**src/rtl/mmio_pkg.sv**
```systemverilog
// mmio_pkg: shared constants and helpers for the bomb-game MMIO responder.
//   - Register offsets within the 16-word I/O window.
//   - Bit positions inside the CTRL and STATUS registers.
//   - in_window(): decodes whether a bus address falls in the I/O window.
package mmio_pkg;

  localparam logic [3:0] OFF_TIMER    = 4'h0;
  localparam logic [3:0] OFF_CTRL     = 4'h1;
  localparam logic [3:0] OFF_STATUS   = 4'h2;
  localparam logic [3:0] OFF_STRIKE   = 4'h3;
  localparam logic [3:0] OFF_SWITCHES = 4'h4;
  localparam logic [3:0] OFF_LEDS     = 4'h5;
  localparam logic [3:0] OFF_EVENT    = 4'h6;

  localparam int CTRL_RUN_BIT   = 0;
  localparam int CTRL_REARM_BIT = 2;

  localparam int STAT_RUNNING_BIT  = 0;
  localparam int STAT_EXPIRED_BIT  = 1;
  localparam int STAT_EXPLODED_BIT = 2;
  localparam int STAT_STRIKES_LSB  = 4;

  // Window match ignores the word offset in bits [3:0].
  function automatic logic in_window(input logic [15:0] addr, input logic [15:0] base);
    return (addr[15:4] == base[15:4]);
  endfunction

endpackage

```
**src/rtl/tick_prescaler.sv**
```systemverilog
// tick_prescaler: divides the clock down to a one-cycle tick.
//   clock  : system clock
//   reset  : synchronous active-high reset
//   enable : count while high; the counter is held at 0 while low
//   clear  : force the counter back to 0 (restart the current period)
//   tick   : high for one cycle when the counter sits at TICK_DIV-1
module tick_prescaler #(
  parameter int TICK_DIV = 50000000
) (
  input  logic clock,
  input  logic reset,
  input  logic enable,
  input  logic clear,
  output logic tick
);

  localparam int            CW   = $clog2(TICK_DIV);
  localparam logic [CW-1:0] LAST = CW'(TICK_DIV - 1);

  logic [CW-1:0] r_count;

  // Period counter: 0..TICK_DIV-1, parked at 0 when disabled or cleared.
  always_ff @(posedge clock) begin
    if (reset) begin
      r_count <= '0;
    end else if (clear || !enable) begin
      r_count <= '0;
    end else if (r_count == LAST) begin
      r_count <= '0;
    end else begin
      r_count <= r_count + CW'(1);
    end
  end

  // A clear in the terminal cycle restarts the period instead of ticking.
  assign tick = enable && !clear && (r_count == LAST);

endmodule

```
**src/rtl/mmio_bomb_responder.sv**
```systemverilog
// mmio_bomb_responder: RAM-side MMIO responder holding the bomb game state.
//   clock, reset            : system clock, synchronous active-high reset
//   read_addr, q, hit       : read port; q/hit registered (1-cycle latency like block RAM)
//   write_addr, data, we    : write port; only in-window addresses take effect
//   switches_in             : asynchronous switch pins (synchronized internally)
//   leds_out                : LED register
//   exploded                : explosion flag (level)
module mmio_bomb_responder
  import mmio_pkg::*;
#(
  parameter logic [15:0] BASE_ADDR   = 16'hFF00,
  parameter int          TICK_DIV    = 50000000,
  parameter int          MAX_STRIKES = 3,
  parameter int          SW_WIDTH    = 8
) (
  input  logic                clock,
  input  logic                reset,
  input  logic [15:0]         read_addr,
  input  logic [15:0]         write_addr,
  input  logic [15:0]         data,
  input  logic                we,
  output logic [15:0]         q,
  output logic                hit,
  input  logic [SW_WIDTH-1:0] switches_in,
  output logic [SW_WIDTH-1:0] leds_out,
  output logic                exploded
);

  localparam logic [1:0] STRIKE_MAX = 2'(MAX_STRIKES);

  logic [15:0]         r_timer;
  logic                r_running;
  logic                r_expired;
  logic                r_exploded;
  logic [1:0]          r_strikes;
  logic [SW_WIDTH-1:0] r_leds;
  logic [SW_WIDTH-1:0] r_sw_s1;
  logic [SW_WIDTH-1:0] r_sw_s2;
  logic [SW_WIDTH-1:0] r_sw_s3;
  logic [SW_WIDTH-1:0] r_event;
  logic [15:0]         r_q;
  logic                r_hit;

  logic                w_rd_hit;
  logic [3:0]          w_rd_off;
  logic                w_wr_hit;
  logic [3:0]          w_wr_off;
  logic                w_timer_wr;
  logic                w_ctrl_wr;
  logic                w_strike_wr;
  logic                w_leds_wr;
  logic                w_event_clr;
  logic                w_tick;
  logic [SW_WIDTH-1:0] w_sw_edge;
  logic [SW_WIDTH-1:0] w_event_nxt;
  logic [15:0]         w_timer_nxt;
  logic                w_running_nxt;
  logic                w_expired_nxt;
  logic                w_exploded_nxt;
  logic [1:0]          w_strikes_nxt;
  logic [15:0]         w_status;
  logic [15:0]         w_sw_ext;
  logic [15:0]         w_leds_ext;
  logic [15:0]         w_event_ext;
  logic [15:0]         w_rd_data;

  assign w_rd_hit    = in_window(read_addr, BASE_ADDR);
  assign w_rd_off    = read_addr[3:0];
  assign w_wr_hit    = we && in_window(write_addr, BASE_ADDR);
  assign w_wr_off    = write_addr[3:0];
  assign w_timer_wr  = w_wr_hit && (w_wr_off == OFF_TIMER);
  assign w_ctrl_wr   = w_wr_hit && (w_wr_off == OFF_CTRL);
  assign w_strike_wr = w_wr_hit && (w_wr_off == OFF_STRIKE);
  assign w_leds_wr   = w_wr_hit && (w_wr_off == OFF_LEDS);
  assign w_event_clr = w_rd_hit && (w_rd_off == OFF_EVENT);
  assign w_sw_edge   = r_sw_s2 ^ r_sw_s3;

  // Any TIMER write restarts the current one-second period.
  tick_prescaler #(
    .TICK_DIV(TICK_DIV)
  ) u_prescaler (
    .clock (clock),
    .reset (reset),
    .enable(r_running),
    .clear (w_timer_wr),
    .tick  (w_tick)
  );

  // Game-state next values; updates are layered timer -> CTRL -> STRIKE.
  always_comb begin
    w_timer_nxt    = r_timer;
    w_running_nxt  = r_running;
    w_expired_nxt  = r_expired;
    w_exploded_nxt = r_exploded;
    w_strikes_nxt  = r_strikes;

    // A software load overrides the countdown; loading 0 stops without expiring.
    if (w_timer_wr) begin
      w_timer_nxt = data;
      if (data == 16'h0000) begin
        w_running_nxt = 1'b0;
      end else begin
        w_running_nxt = r_running;
      end
    end else if (w_tick) begin
      if (r_timer > 16'd1) begin
        w_timer_nxt = r_timer - 16'd1;
      end else if (r_timer == 16'd1) begin
        w_timer_nxt    = 16'h0000;
        w_running_nxt  = 1'b0;
        w_expired_nxt  = 1'b1;
        w_exploded_nxt = 1'b1;
      end else begin
        w_timer_nxt = 16'h0000;
      end
    end else begin
      w_timer_nxt = r_timer;
    end

    // Rearm is applied before the run bit so one write can rearm and start.
    if (w_ctrl_wr) begin
      if (data[CTRL_REARM_BIT]) begin
        w_strikes_nxt  = 2'd0;
        w_expired_nxt  = 1'b0;
        w_exploded_nxt = 1'b0;
        w_running_nxt  = 1'b0;
      end else begin
        w_strikes_nxt = w_strikes_nxt;
      end
      if (data[CTRL_RUN_BIT]) begin
        if ((w_timer_nxt != 16'h0000) && !w_exploded_nxt) begin
          w_running_nxt = 1'b1;
        end else begin
          w_running_nxt = w_running_nxt;
        end
      end else begin
        w_running_nxt = 1'b0;
      end
    end else begin
      w_running_nxt = w_running_nxt;
    end

    // Gated on the registered flag so a same-cycle expiry does not block the strike.
    if (w_strike_wr && !r_exploded) begin
      if (r_strikes < STRIKE_MAX) begin
        w_strikes_nxt = r_strikes + 2'd1;
      end else begin
        w_strikes_nxt = r_strikes;
      end
      if (w_strikes_nxt == STRIKE_MAX) begin
        w_exploded_nxt = 1'b1;
        w_running_nxt  = 1'b0;
      end else begin
        w_exploded_nxt = w_exploded_nxt;
      end
    end else begin
      w_strikes_nxt = w_strikes_nxt;
    end
  end

  // Edge flags are sticky; a new edge in the clearing cycle survives the clear.
  always_comb begin
    w_event_nxt = r_event;
    if (w_event_clr) begin
      w_event_nxt = w_sw_edge;
    end else begin
      w_event_nxt = r_event | w_sw_edge;
    end
  end

  // Read mux sees only pre-write register values (read-before-write).
  always_comb begin
    w_status                                 = 16'h0000;
    w_status[STAT_RUNNING_BIT]               = r_running;
    w_status[STAT_EXPIRED_BIT]               = r_expired;
    w_status[STAT_EXPLODED_BIT]              = r_exploded;
    w_status[STAT_STRIKES_LSB +: 2]          = r_strikes;
    w_sw_ext                                 = 16'h0000;
    w_sw_ext[SW_WIDTH-1:0]                   = r_sw_s2;
    w_leds_ext                               = 16'h0000;
    w_leds_ext[SW_WIDTH-1:0]                 = r_leds;
    w_event_ext                              = 16'h0000;
    w_event_ext[SW_WIDTH-1:0]                = r_event;
    w_rd_data                                = 16'h0000;
    case (w_rd_off)
      OFF_TIMER:    w_rd_data = r_timer;
      OFF_CTRL:     w_rd_data = {15'h0000, r_running};
      OFF_STATUS:   w_rd_data = w_status;
      OFF_SWITCHES: w_rd_data = w_sw_ext;
      OFF_LEDS:     w_rd_data = w_leds_ext;
      OFF_EVENT:    w_rd_data = w_event_ext;
      default:      w_rd_data = 16'h0000;
    endcase
  end

  // State registers, switch synchronizer and registered read port.
  always_ff @(posedge clock) begin
    if (reset) begin
      r_timer    <= 16'h0000;
      r_running  <= 1'b0;
      r_expired  <= 1'b0;
      r_exploded <= 1'b0;
      r_strikes  <= 2'd0;
      r_leds     <= '0;
      r_sw_s1    <= '0;
      r_sw_s2    <= '0;
      r_sw_s3    <= '0;
      r_event    <= '0;
      r_q        <= 16'h0000;
      r_hit      <= 1'b0;
    end else begin
      r_timer    <= w_timer_nxt;
      r_running  <= w_running_nxt;
      r_expired  <= w_expired_nxt;
      r_exploded <= w_exploded_nxt;
      r_strikes  <= w_strikes_nxt;
      if (w_leds_wr) begin
        r_leds <= data[SW_WIDTH-1:0];
      end else begin
        r_leds <= r_leds;
      end
      r_sw_s1 <= switches_in;
      r_sw_s2 <= r_sw_s1;
      r_sw_s3 <= r_sw_s2;
      r_event <= w_event_nxt;
      r_hit   <= w_rd_hit;
      r_q     <= w_rd_hit ? w_rd_data : 16'h0000;
    end
  end

  assign q        = r_q;
  assign hit      = r_hit;
  assign leds_out = r_leds;
  assign exploded = r_exploded;

endmodule

```
**config.mk**
```make
export PLATFORM = sky130hd
export DESIGN_NAME = mmio_bomb_responder
export DESIGN_NICKNAME = d
export VERILOG_FILES = /design/src/rtl/mmio_pkg.sv /design/src/rtl/tick_prescaler.sv /design/src/rtl/mmio_bomb_responder.sv
export SDC_FILE = /design/constraint.sdc
export NUM_CORES = 1
export LEC_CHECK = 0
export CAP_MARGIN = 30
export CORE_ASPECT_RATIO = 1.2
export CORE_MARGIN = 2
export CORE_UTILIZATION = 56
export CTS_CLUSTER_SIZE = 25
export DETAILED_ROUTE_END_ITERATION = 10
export GPL_TIMING_DRIVEN = 0
export PLACE_DENSITY = 0.85
export SLEW_MARGIN = 20
export SYNTH_ARGS = -nofsm -noshare
export SYNTH_HDL_FRONTEND = slang
export SYNTH_SLANG_ARGS = --single-unit
```
**constraint.sdc**
```tcl
create_clock -name clock -period 8.2 [get_ports clock]
set_input_delay 0.82 -clock clock [delete_from_list [all_inputs] [get_ports clock]]
set_output_delay 0.82 -clock clock [all_outputs]
set_load 0.1 [all_outputs]
```
==> impl_metrics.py, run 1 <==
metrics = {
    "synthesis": {
        "synthXorXnorAreaFrac_pct": 6.22,
        "syn_area_um2": 4650,
        "ys.flop_type": "dfxtp_1",
        "synth_compound_area_share_pct": 11.8,
        "ys_seq_area_share_pct": 44.8,
        "syn_area_per_cell_um2": 8.87,
        "synthesis.nets": 586,
        "synth-edff-count": 0,
        "synth_top_family_by_area": "simple AND/OR/NAND/NOR gates",
        "yosys-mux-area-fraction_pct": 1.94,
        "synthDistinctLibCells": 62,
        "ys_ff_latch": 104,
        "synthCells": 524,
        "synth_fa_ha_area_share_pct": 0.808,
        "yosys.area_share.simple_pct": 31.8,
        "yosys_warnings": 0,
        "async_reset_ff_share_pct": 0,
    },
    "global_route": {
        "grt_max_degree": 19,
        "grt_pass1_wl_um": 20000,
        "first_global_vias": 4211,
        "antenna_found_initial": 0,
        "grt.total_usage_pct": 28.1,
        "grt-ovfl-total": 0,
    },
    "critical_path": {
        "endpoint": "u_prescaler.r_count[18]$_SDFF_PP0_",
        "crit_arrival_ns": 3.70,
        "rr_worst_depth": 9,
        "required_ns": 8.46,
        "reg2reg_from": "r_timer[8]$_SDFF_PP0_",
        "worst-r2r-setup-slack_ns": 5.14,
        "start_kind": "primary input",
        "cp-startpoint": "write_addr[8]",
        "r2r_end": "r_running$_SDFF_PP0_",
        "end_kind": "register",
        "critPathMaxFanout": 10,
        "path_class": "in2reg",
    },
    "cts": {
        "clock_latency_ns": 0.38,
        "htree_levels": 3,
        "clkSinkCount": 104,
        "cts_hold_buffers": 0,
        "postCtsSetupRepairBufs": 0,
        "post_cts_resized": 0,
        "cts_tree": "built",
        "numCtsBuffers": 9,
        "cts-root-buf": "clkbuf_8",
        "path_clk_slew_ns": 0.10,
        "cts_buffer_depth": 2,
    },
    "route": {
        "avgViaCountPerCell": 6.09,
        "drc": 0,
        "ant_nets": 0,
        "dr.first_iter.drc_count": 397,
        "drt_first_pass_iters": 6,
        "drt_wl_total_um": 12800,
        "vias": 4387,
        "wire_per_inst_um": 17.8,
    },
    "sta": {
        "fin_crit_ns": 3.43,
        "drv_slew": 0,
        "slew_headroom_pct": 34.7,
        "rsz0062_at_grt": "false",
        "hold_violations": 0,
        "setup_violations": 0,
        "period_share_pct": 41.9,
        "max_freq_mhz": 291,
        "worst_slew_pin_slew_ns": 0.977,
        "finalClockSkew_ns": 0.0113,
        "totalNegativeSetupSlack_ns": 0,
    },
    "layout": {
        "diodes": 0,
        "regArea_um2": 2080,
        "most-common-layout-cells": "dfxtp_1, clkdlybuf4s50_1, nor2_1",
        "area_growth_pct": 26.2,
        "multi_input_area_um2": 2450,
        "layout-drive-gt1-share_pct": 6.72,
        "layout_commonest_cell": "dfxtp_1",
        "nets": 682,
        "final_util_pct": 72.3,
        "nFillCells": 607,
        "final_cell_area_um2": 5860,
    },
    "power": {
        "total_power_uw": 963,
        "power.leakage_uw": 0.00211,
        "p_int_uw": 752,
        "comb_power_share_pct": 6.0,
        "power_density_nw_per_um2": 164,
        "vdd_ir_drop_max_uv": 133,
        "power.switching_uw": 211,
        "clkPwrFrac_pct": 40.4,
        "switching_share_pct": 21.9,
        "p_seq_share_pct": 53.6,
    },
    "placed_design": {
        "postPlaceCellArea_um2": 5590,
        "hpwl_um": 9430,
        "port_buffers": 82,
        "gp_congestion": 0.923,
    },
    "floorplan": {
        "die_h_um": 104,
        "rows": 36,
        "dieArea_um2": 9040,
        "core_region_area_um2": 8110,
        "start_util_pct": 57.3,
        "die_w_um": 87.1,
        "ios": 85,
    },
    "hold_path": {
        "worstHoldStart": "r_sw_s1[2]$_SDFF_PP0_",
        "hp-class": "reg2reg",
    },
    "job": {
        "max_cap_viol_count": 0,
    },
    "status": {
        "outcome": "completed",
    },
}
[power groups by stage]
stage          combinational, uW  clock (uW)  sequential (uW)
2_1_floorplan               17.9           0              527
5_1_grt                     61.1         413              517
6_report                    57.4         389              517
4_1_cts                     56.0         392              516
3_5_place_dp                55.5           0              528
3_3_place_gp                54.1           0              528
[synth_stat cells (all sizes together), types with 2 or more instances]
master / instances / area, um2
o21a: 2 / 15.0
o31ai: 7 / 52.6
a41oi: 2 / 25.0
and2: 7 / 43.8
nor4bb: 4 / 40.0
mux2i: 9 / 90.1
a31oi: 9 / 56.3
nor4b: 4 / 41.3
nor2: 75 / 284
nand3b: 2 / 15.0
nand2: 29 / 109
and3: 12 / 75.1
or4b: 2 / 20.0
o211a: 3 / 30.0
nor2b: 28 / 175
nand4b: 3 / 26.3
and4: 6 / 52.6
nor3: 21 / 105
inv: 9 / 33.8
nor4: 15 / 93.8
nand4: 12 / 75.1
or3: 6 / 48.8
xor2: 25 / 219
xnor2: 8 / 70.1
dfxtp: 104 / 2080
buf: 3 / 17.5
nand2b: 4 / 25.0
o21ai: 13 / 65.1
clkbuf: 16 / 71.3
a31o: 2 / 17.5
a21oi: 18 / 90.1
a22oi: 16 / 120
nand3: 18 / 90.1
or4: 11 / 88.8
ha: 3 / 37.5
[layer usage]
metal	share of wire, %	track usage, %	vias up
met5	0	0	-
met2	48	47.5	247
met4	3.4	12.5	0
met3	8.7	6.45	39
li1	-	-	2084
met1	40	33.4	2017
[through the flow]
| step | worst slack, ns | hold slack (ns) | instances |
|---|---|---|---|
| floorplan | 5.14 | 0.414 | 524 |
| global placement | 4.16 | 0.418 | 701 |
| detailed placement | 4.48 | 0.426 | 701 |
| CTS | 4.89 | 0.452 | 717 |
| global route | 4.58 | 0.472 | 720 |
| finish | 4.77 | 0.449 | 720 |
[cell type report]
class / count / share of cell area, %
multi-input combinational: 392 / 41.9
sequential: 104 / 35.5
timing repair buffer: 85 / 14.3
clock buffer: 9 / 2.11
clock inverter: 7 / 2.11
tap: 95 / 2.03
buffer: 19 / 1.52
inverter: 9 / 0.576
[worst max-delay path, stage by stage]
cell	delay (ns)
clkdlybuf4s50_1	0.48
nor4bb_1	0.27
nand4_1	0.20
or4_2	0.62
buf_4	0.21
clkbuf_8	0.18
o311ai_1	0.13
clkbuf_2	0.26
clkbuf_1	0.40
nor2_1	0.10
[flip-flops by register name (all words and copies together), names as in the netlist]
register,count
r_sw_s2,8
r_running,1
r_timer,16
r_strikes,2
r_event,8
u_prescaler.r_count,26
q,16
hit,1
r_expired,1
leds_out,8
r_sw_s3,8
r_sw_s1,8
exploded,1
[worst min path at each step]
stage	depth (start not counted)	to	slack, ns
finish	1	r_sw_s2[2]$_SDFF_PP0_	0.45
CTS	1	r_sw_s2[2]$_SDFF_PP0_	0.45
floorplan	1	r_sw_s2[0]$_SDFF_PP0_	0.41
detailed placement	1	r_sw_s2[2]$_SDFF_PP0_	0.43
global route	1	r_sw_s2[2]$_SDFF_PP0_	0.47
global placement	1	r_sw_s2[6]$_SDFF_PP0_	0.42
[logic make-up after synthesis]
logic type                 count (synthesis)
buffers and inverters                     28
adders and majority gates                  3
and+or+nand+nor                          266
muxes                                      9
xor gates and xnor gates                  33
DFF                                      104
AOI/OAI and AO/OA                         81
Note: power is estimated with default switching activity, not from simulation.
==> run 2, diff against run 1 <==
Settings changed: CORE_UTILIZATION 56 to 52, PLACE_DENSITY 0.85 to 0.79.
Clock period 8.2 ns to 3.2 ns, I/O delays scaled along.
==> impl_metrics.py, run 2 (synthesis results as in run 1) <==
metrics = {
    "status": {
        "outcome": "completed",
    },
    "power": {
        "p_seq_share_pct": 54.8,
        "comb_power_share_pct": 6.0,
        "power_density_nw_per_um2": 412,
        "vdd_ir_drop_max_uv": 290,
        "switching_share_pct": 22.5,
        "p_int_uw": 1870,
        "power.switching_uw": 544,
        "power.leakage_uw": 0.00209,
        "total_power_uw": 2410,
        "clkPwrFrac_pct": 39.2,
    },
    "route": {
        "wire_per_inst_um": 17.3,
        "drt_wl_total_um": 12800,
        "ant_nets": 0,
        "drc": 0,
        "avgViaCountPerCell": 5.83,
        "vias": 4311,
        "dr.first_iter.drc_count": 311,
        "drt_first_pass_iters": 5,
    },
    "critical_path": {
        "rr_worst_depth": 9,
        "start_kind": "register",
        "critPathMaxFanout": 10,
        "worst-r2r-setup-slack_ns": 0.21,
        "crit_arrival_ns": 3.25,
        "required_ns": 3.45,
        "cp-startpoint": "r_timer[4]$_SDFF_PP0_",
        "endpoint": "r_running$_SDFF_PP0_",
        "r2r_end": "r_running$_SDFF_PP0_",
        "path_class": "reg2reg",
        "reg2reg_from": "r_timer[4]$_SDFF_PP0_",
        "end_kind": "register",
    },
    "placed_design": {
        "gp_congestion": 0.872,
        "dp_cells": 723,
        "postPlaceCellArea_um2": 5620,
        "hpwl_um": 9540,
        "pre_cts_ws_ns": -0.00533,
        "port_buffers": 82,
    },
    "sta": {
        "layout_setup_ws_ns": 0.207,
        "period_share_pct": 93.5,
        "worst_slew_pin_slew_ns": 0.970,
        "setup_violations": 0,
        "fin_crit_ns": 2.99,
        "drv_slew": 0,
        "finalClockSkew_ns": 0.0196,
        "rsz0062_at_grt": "false",
        "slew_headroom_pct": 35.2,
        "max_freq_mhz": 334,
        "hold_violations": 0,
    },
    "layout": {
        "top_register": "u_prescaler.r_count",
        "final_util_pct": 68.1,
        "most-common-layout-cells": "dfxtp_1, clkdlybuf4s50_1, nor2_1",
        "nets": 680,
        "largest_reg_flops": 26,
        "layout-drive-gt1-share_pct": 6.42,
        "diodes": 0,
        "fin_cells": 740,
        "area_growth_pct": 26.2,
        "layout_commonest_cell": "dfxtp_1",
        "final_cell_area_um2": 5860,
    },
    "cts": {
        "cts-root-buf": "clkbuf_8",
        "htree_levels": 3,
        "post_cts_resized": 0,
        "cts_hold_buffers": 0,
        "clkSinkCount": 104,
        "numCtsBuffers": 9,
        "cts_tree": "built",
        "clock_latency_ns": 0.38,
        "cts_buffer_depth": 2,
        "path_clk_slew_ns": 0.10,
        "postCtsSetupRepairBufs": 0,
    },
    "job": {
        "max_cap_viol_count": 0,
    },
    "global_route": {
        "top_usage_layer": "met2",
        "grt.total_usage_pct": 26.7,
        "antenna_found_initial": 0,
        "grt-ovfl-total": 0,
        "met3_usage_pct": 7.07,
        "grt_max_degree": 19,
        "grt_pass1_wl_um": 20400,
        "met2_usage_pct": 45.3,
        "grt_use_met1_pct": 31.8,
        "first_global_vias": 4135,
    },
    "floorplan": {
        "die_w_um": 90.3,
        "start_util_pct": 54.0,
        "ios": 85,
        "dieArea_um2": 9710,
        "die_h_um": 108,
        "core_region_area_um2": 8610,
        "rows": 37,
    },
    "hold_path": {
        "hp-class": "reg2reg",
        "worstHoldStart": "r_sw_s1[5]$_SDFF_PP0_",
    },
}
-- run 2: changes by cell type in the layout (fill, tap and decap cells not counted), sizes merged --
cell and change:
inv -1, bufinv -1, buf -1, clkinv +1
-- run 2: worst max-delay path, stage by stage, from the launching register on --
cell	delay (ns)
dfxtp_1	0.43
or4_1	0.54
buf_2	0.18
nor4b_2	0.35
clkbuf_2	0.28
o21ai_0	0.12
a221oi_1	0.47
o22a_1	0.22
and4_1	0.20
a41oi_2	0.08
-- run 2: power groups by stage --
stage / registers [uW] / clock network [uW] / logic, uW
4_1_cts: 1320 / 954 / 143
3_3_place_gp: 1350 / 0 / 138
2_1_floorplan: 1350 / 0 / 45.9
3_5_place_dp: 1350 / 0 / 142
6_report: 1320 / 946 / 145
5_1_grt: 1330 / 1010 / 155
-- run 2: layer usage --
| metal | part of all wire [%] | vias to the layer above |
|---|---|---|
| met3 | 7.7 | 44 |
| met5 | 0 | - |
| met2 | 47 | 193 |
| met1 | 41 | 1993 |
| li1 | - | 2081 |
| met4 | 3.6 | 0 |
-- run 2: per-stage QoR --
stage                     TNS, ns  hold slack (ns)
after floorplan                 0            0.414
after global placement      -2.35            0.416
after detailed placement  -0.0134            0.427
after CTS                       0            0.445
after global routing            0            0.461
final                           0            0.441
-- run 2: worst min path at each step --
stage                                       end  slack, ns  depth (start not counted)
final                     r_sw_s2[5]$_SDFF_PP0_       0.44                          1
after global placement    r_sw_s2[6]$_SDFF_PP0_       0.42                          1
after detailed placement  r_sw_s2[5]$_SDFF_PP0_       0.43                          1
after global routing      r_sw_s2[5]$_SDFF_PP0_       0.46                          1
after CTS                 r_sw_s2[5]$_SDFF_PP0_       0.45                          1
after floorplan           r_sw_s2[0]$_SDFF_PP0_       0.41                          1
-- run 2: final cells by class --
cell class              count  area [um2]
fillers                   710        2750
multi-input cells         392        2450
flip-flops and latches    104        2080
repair buffers             83         826
well taps                 117         146
clock buffers              10         138
clock inverters             6        97.6
plain buffers              19        90.1
inverters                   9        33.8
